$ cat src/rtl/uart_tx_if.sv
// rtl/uart_tx_if.sv - Transmit request/status bundle for uart_tx
interface uart_tx_if #(
   parameter int DATA_WIDTH = 8
);
   logic                  tx_start;
   logic [DATA_WIDTH-1:0] tx_din;
   logic                  tx;
   logic                  tx_ready;
   logic                  tx_done_tk;

   modport master (
      output tx_start, tx_din,
      input  tx, tx_ready, tx_done_tk
   );

   modport slave (
      input  tx_start, tx_din,
      output tx, tx_ready, tx_done_tk
   );
endinterface

$ cat src/rtl/uart_tx.sv
// rtl/uart_tx.sv - Oversampled UART transmitter: start, LSB-first data, optional parity, stop
module uart_tx #(
   parameter int OVERSAMPLE = 16,
   parameter int DATA_WIDTH = 8,
   parameter bit PARITY_EN  = 1'b0,
   parameter bit PARITY_ODD = 1'b0
) (
   input  logic     BCLK,
   input  logic     reset,
   uart_tx_if.slave bus
);
   localparam int TW = $clog2(OVERSAMPLE);
   localparam int BW = $clog2(DATA_WIDTH);
   localparam logic [TW-1:0] TICK_LAST = TW'(OVERSAMPLE - 1);
   localparam logic [BW-1:0] BIT_LAST  = BW'(DATA_WIDTH - 1);

   typedef enum logic [2:0] {
      IDLE   = 3'd0,
      START  = 3'd1,
      DATA   = 3'd2,
      PARITY = 3'd3,
      STOP   = 3'd4
   } state_t;

   state_t                state_q, state_d;
   logic [TW-1:0]         tick_q, tick_d;
   logic [BW-1:0]         bit_q, bit_d;
   logic [DATA_WIDTH-1:0] shift_q, shift_d;
   logic                  parity_q, parity_d;
   logic                  tx_q, tx_d;
   logic                  tick_end;

   assign tick_end = (tick_q == TICK_LAST);

   always_ff @(posedge BCLK or negedge reset) begin
      if (!reset) begin
         state_q  <= IDLE;
         tick_q   <= '0;
         bit_q    <= '0;
         shift_q  <= '0;
         parity_q <= 1'b0;
         tx_q     <= 1'b1;
      end else begin
         state_q  <= state_d;
         tick_q   <= tick_d;
         bit_q    <= bit_d;
         shift_q  <= shift_d;
         parity_q <= parity_d;
         tx_q     <= tx_d;
      end
   end

   // tx_d is the line value for the cycle after this edge, so each bit lands exactly on its boundary.
   always_comb begin
      state_d  = state_q;
      tick_d   = tick_q + 1'b1;
      bit_d    = bit_q;
      shift_d  = shift_q;
      parity_d = parity_q;
      tx_d     = tx_q;
      case (state_q)
         IDLE: begin
            tick_d = '0;
            tx_d   = 1'b1;
            if (bus.tx_start) begin
               state_d  = START;
               shift_d  = bus.tx_din;
               parity_d = (^bus.tx_din) ^ PARITY_ODD;
               bit_d    = '0;
               tx_d     = 1'b0;
            end
         end
         START: begin
            if (tick_end) begin
               state_d = DATA;
               tick_d  = '0;
               tx_d    = shift_q[0];
            end
         end
         DATA: begin
            if (tick_end) begin
               tick_d = '0;
               if (bit_q == BIT_LAST) begin
                  if (PARITY_EN) begin
                     state_d = PARITY;
                     tx_d    = parity_q;
                  end else begin
                     state_d = STOP;
                     tx_d    = 1'b1;
                  end
               end else begin
                  bit_d   = bit_q + 1'b1;
                  shift_d = shift_q >> 1;
                  tx_d    = shift_q[1];
               end
            end
         end
         PARITY: begin
            if (tick_end) begin
               state_d = STOP;
               tick_d  = '0;
               tx_d    = 1'b1;
            end
         end
         STOP: begin
            tx_d = 1'b1;
            if (tick_end) begin
               state_d = IDLE;
               tick_d  = '0;
            end
         end
         default: begin
            state_d = IDLE;
            tick_d  = '0;
            bit_d   = '0;
            tx_d    = 1'b1;
         end
      endcase
   end

   assign bus.tx         = tx_q;
   assign bus.tx_ready   = (state_q == IDLE);
   assign bus.tx_done_tk = (state_q == STOP) && tick_end;
endmodule
$ cat src/flat_wrapper.sv
// flat-port wrapper written by rule: the top's interface ports become plain ports
module uart_tx_flat 
#(
   parameter int OVERSAMPLE = 16,
   parameter int DATA_WIDTH = 8,
   parameter bit PARITY_EN  = 1'b0,
   parameter bit PARITY_ODD = 1'b0
)
  (BCLK, reset, bus_tx_start, bus_tx_din, bus_tx, bus_tx_ready, bus_tx_done_tk);
  uart_tx_if #(.DATA_WIDTH(DATA_WIDTH)) bus_i ();
  input  logic BCLK;
  input  logic reset;
  input wire logic [$bits(bus_i.tx_start)-1:0] bus_tx_start;
  input wire logic [$bits(bus_i.tx_din)-1:0] bus_tx_din;
  output wire logic [$bits(bus_i.tx)-1:0] bus_tx;
  output wire logic [$bits(bus_i.tx_ready)-1:0] bus_tx_ready;
  output wire logic [$bits(bus_i.tx_done_tk)-1:0] bus_tx_done_tk;
  assign bus_i.tx_start = bus_tx_start;
  assign bus_i.tx_din = bus_tx_din;
  assign bus_tx = bus_i.tx;
  assign bus_tx_ready = bus_i.tx_ready;
  assign bus_tx_done_tk = bus_i.tx_done_tk;
  uart_tx #(.OVERSAMPLE(OVERSAMPLE), .DATA_WIDTH(DATA_WIDTH), .PARITY_EN(PARITY_EN), .PARITY_ODD(PARITY_ODD)) u_core (.BCLK(BCLK), .reset(reset), .bus(bus_i));
endmodule
$ cat config.mk
export PLATFORM = sky130hd
export DESIGN_NAME = uart_tx_flat
export DESIGN_NICKNAME = d
export VERILOG_FILES = /design/src/rtl/uart_tx_if.sv /design/src/rtl/uart_tx.sv /design/src/flat_wrapper.sv
export SDC_FILE = /design/constraint.sdc
export NUM_CORES = 1
export LEC_CHECK = 0
export BUFFER_PORTS_ARGS = -buffer_cell sky130_fd_sc_hd__buf_4
export CORE_MARGIN = 3
export CORE_UTILIZATION = 55
export DETAILED_ROUTE_END_ITERATION = 12
export GPL_TIMING_DRIVEN = 0
export PLACE_DENSITY_LB_ADDON = 0.3
export SETUP_SLACK_MARGIN = 0.02
export SLEW_MARGIN = 5
export SYNTH_ARGS = -nofsm -noshare
export SYNTH_HDL_FRONTEND = slang
export SYNTH_SLANG_ARGS = --single-unit
$ cat constraint.sdc
create_clock -name BCLK -period 2.2 [get_ports BCLK]
set_input_delay 0 -clock BCLK [delete_from_list [all_inputs] [get_ports BCLK]]
set_output_delay 0 -clock BCLK [all_outputs]
set_load 0.01 [all_outputs]
; Word-level counts from Yosys, hierarchy flattened
; Index checks and enable logic that the tools add are counted.
[classes]
add_sub_neg = 2
eq_ne = 13
muxes = 23
n_bitwise = 1
n_reduce_logical = 9
[op_table]
columns = operator, count
row1 = 3-bit two-way mux, 9
row2 = 8-bit two-way mux, 3
row3 = 8-bit one-hot mux with 2 select lines, 1
row4 = 3-bit one-hot mux with 5 select lines, 1
row5 = "2-bit by 1-bit inequality test with 1-bit output, second input constant", 5
row6 = 3-bit one-hot mux with 3 select lines, 1
row7 = 4-bit two-way mux, 2
row8 = 4-bit AND reduction, 2
row9 = "3-bit by 2-bit equality test with 1-bit output, second input constant", 2
row10 = "3-bit equality test, second input constant", 2
row11 = 6-bit AND reduction, 1
row12 = 1-bit two-way mux, 5
row13 = "4-bit by 1-bit adder with 4-bit output, second input constant", 1
row14 = "4-bit equality test, second input constant", 1
row15 = "2-bit inequality test, second input constant", 2
row16 = 1-bit one-hot mux with 4 select lines, 1
row17 = 4-bit OR reduction, 1
row18 = "3-bit by 1-bit adder with 3-bit output, second input constant", 1
row19 = "3-bit by 1-bit equality test with 1-bit output, second input constant", 1
row20 = 3-bit logical NOT, 1
row21 = 3-bit AND reduction, 1
row22 = 3-bit OR reduction, 1
row23 = 2-bit nonzero test, 1
row24 = 1-bit logical AND, 1
row25 = 1-bit NOT, 1
[totals]
register_bits = 19
input_bits = 11
out_inout_bits = 3
word_cells = 53

; Longest topological paths before layout
[depth]
word_depth = 4
ltp_mapped = 5
ltp_nobuf = 5

; Worst setup path before layout
; Ideal clock, no wire load.
[synth_path]
path_type = register -> register
from = register u_core.bit_q[0]
to = register u_core.shift_q[0]
setup_time_ns = 0.125
arrival_ns = 1.716
t_required_ns = 2.075
setup_slack_ns = 0.359
path_stages_with_launch = 6
n_path_buf = 0
synth_period_minus_slack_ns = 1.841
path_cell_list = dfrtp_1 > ha_1 > ha_1 > nand2b_1 > a221oi_4 > mux2_2
[synth_between]
elab_chain_len = 3
[synth_lines]
columns = element, line_no
row1 = "start, declared", uart_tx.sv:27  ; logic [BW-1:0] bit_q, bit_d;
row2 = "start signal, assigned", uart_tx.sv:46  ; bit_q <= bit_d;
row3 = 3-bit equality test, uart_tx.sv:83  ; if (bit_q == BIT_LAST) begin
row4 = 2-bit inequality test (no line), n/a
row5 = 4-bit AND reduction (no line), n/a
row6 = "end signal, assigned", uart_tx.sv:47  ; shift_q <= shift_d;
row7 = "end, declared", uart_tx.sv:28  ; logic [DATA_WIDTH-1:0] shift_q, shift_d;
; Every way passes these cells.
; A chain may end at the register's enable or synchronous reset.

; Worst setup path after layout
[layout_path]
from = register u_core.bit_q[0]
to = register u_core.shift_q[4]
; The elaborated chain is that of the path after synthesis.

==> metrics.cfg <==
[die]
start_util_pct = 59.3
die_h_um = 49.4
io_pins = 14
die_w_um = 49.4
fp.dieArea_sq_mm = 0.00244
core_area_sq_mm = 0.00175
core.rowCount = 15

[setup_path]
path_max_fanout = 8
crit_path_start_kind = flop
crit_arrival_ns = 2.21
path_cells = ha_1 > ha_1 > nand2b_1 > a221oi_4 > mux2_2
max_stage_delay_ns = 0.49
criticalPathCategory = reg2reg
critPathCaptureType = flop
cp_slowest_cell = a221oi_4
crit_required_ns = 2.39
reg2reg_depth = 5
crit_top_cell = ha_1

[logic_synthesis]
synth-main-ff-cell = dfrtp_1
synth_top_family_by_area = multiplexers
async_flop_share_pct = 100
seq_area_frac_synth_pct = 46.1
synth-edff-count = 0
synth_compound_area_share_pct = 11.2
yosys_warnings = 0
synth-seq-cells = 19
synth_cells = 90
synthMuxAreaShare_pct = 19.7
synth_common_cells = dfrtp_1, mux2_2, nor2_1, inv_1, o21ai_0
synth_fa_ha_area_share_pct = 3.63
syn-num-nets = 104
synth.avg_cell_area_sq_um = 11.5
synthSimpleGateAreaFrac_pct = 14.1
syn-cell-area_sq_mm = 0.00103
yosys.area.top_type = dfrtp_1
synth_top_area_share_pct = 43.5
synth_cell_type_count = 34
yosysMostFrequentCell = dfrtp_1
yosys-top-cells-area = dfrtp_1, mux2_2, ha_1
synthXorXnorAreaFrac_pct = 0.846

[min_path]
hold_depth = 3
holdCritPathClass = in2reg

[clocking]
cts.htree.levels = 1
clk_path_buf_depth = 2
cts_resized = 0
clock_latency_ns = 0.30
cts_root_buf = clkbuf_4
cts_buffers = 3
clk_pin_slew_ns = 0.10
cts_tree = done
cts_sinks = 19

[power]
p_leak_nw = 0.553
ir_drop_uv = 903
power_density_mw_per_mm2 = 1070

[layout]
fin_cells = 134
diodes = 0
final_area_sq_mm = 0.00121
fin_util_pct = 69.3
area_growth_pct = 16.9
drive_gt1_share_pct = 38.5
finish.net_count = 124

[sta]
setup_tns_ns = 0
finalCritPeriodShare_pct = 91.5
finalWorstPathRequiredPeriod_ns = 2.01
fin_skew_ns = 0.00214
rsz0062_at_grt = false
max_slew_margin_pct = 68.4
finalSetupViolCount = 0
timing.hold.ws_ns = 0.0489
tightest_slew_ns = 0.474
fmax_ghz = 0.497
finalMaxSlewViolations = 0
hold_viol_final = 0

[status]
outcome = completed

[route]
antenna_left = 0
viasPerCell = 5.45
routed_wl_mm = 1.78
wl_per_cell_um = 13.3
via_count = 730
drtPass1Iterations = 2
dr.first_iter.drc_count = 6
drcViolationCount = 0

[job]
maxCapViolations = 0

[placed_design]
hpwl_mm = 1.34
gp_congestion = 0.873
placedInstanceArea_sq_mm = 0.00116
port_buffers = 13
dpl.cell_count = 128

[global_routing]
antenna_found_initial = 0
grt_pass1_vias = 765
grt_pass1_wl_mm = 3.33
grt_max_degree = 20
globalRouteTotalUtil_pct = 17.9
grt-ovfl-total = 0

stage by stage:
| step | setup slack, ns | total power [W] |
|---|---|---|
| after detailed placement | 0.197 | 0.00113 |
| after global routing | 0.0533 | 0.00141 |
| after CTS | 0.177 | 0.00131 |
| after global placement | 0.227 | 0.00110 |
| final | 0.187 | 0.00130 |
| after floorplan | 0.359 | 0.000991 |
what timing repair did:
item | CTS | global route
hold buffers | 2 | 0
buffers inserted | 0 | 0
hold endpoints to repair | 20 | 0
cells in the final DEF, fill, tap and decap left out, types with 2 or more instances in the layout:
master,instances
dfrtp_1,18
mux2_2,15
buf_4,13
nor2_1,7
o21ai_0,5
inv_1,5
a21oi_1,4
nand2_1,3
ha_1,3
clkbuf_4,3
buf_2,2
nand2b_1,2
mux2i_1,2
nor2b_1,2
dlygate4sd3_1,2
metal layers:
metal	share of wire (%)	wire length [um]	track usage, %	vias up
li1	-	-	-	363
met1	44	786	22.2	346
met4	3.6	64	9.68	0
met3	3.6	64	4.59	7
met2	49	864	28.6	14
met5	0	0	0	-
flip-flops by register name (all words and copies together), names as in the netlist:
register / count
u_core.shift_q: 8
u_core.tick_q: 4
u_core.bus.tx: 1
u_core.bit_q: 3
u_core.state_q: 3
power breakdown:
| part | internal [W] | total [W] | switching [W] |
|---|---|---|---|
| Sequential | 0.000503 | 0.000601 | 0.0000977 |
| Combinational | 0.000279 | 0.000522 | 0.000242 |
| Clock | 0.0000707 | 0.000177 | 0.000107 |
path summary, 6_finish.rpt:
kind | start | endpoint | slack [ns]
max | u_core.bit_q[0] | u_core.shift_q[4] | 0.19
min | bus_tx_din[1] | u_core.shift_q[1] | 0.05
max reg2reg | u_core.bit_q[0] | u_core.shift_q[4] | 0.19
min reg2reg | u_core.shift_q[5] | u_core.shift_q[5] | 0.52
max in group asynchronous | reset | u_core.bus.tx | 1.84
min in group asynchronous | reset | u_core.state_q[1] | 0.10
cells by family (layout without fill, tap and decap cells):
logic type	Yosys count	after routing
DFF	19	19
xor gates and xnor gates	1	1
AOI/OAI and AO/OA	15	15
and+or+nand+nor	25	25
buffers and inverters	9	28
muxes	18	18
adders and majority gates	3	3
critical path, delay by kind of cell, from the launching register on:
kind | cells | cell delay [ns]
AOI/OAI and AO/OA | 1 | 0.49
DFF | 1 | 0.41
and+or+nand+nor | 1 | 0.22
adders and majority gates | 2 | 0.40
muxes | 1 | 0.39
area by class of cell:
type	count	area [sq um]
inverters	5	18.8
fillers	141	536
plain buffers	4	26.3
multi-input cells	62	513
repair buffers	15	118
flip-flops and latches	19	477
clock buffers	4	26.3
well taps	25	31.3
(Power assumes the default switching activity.)
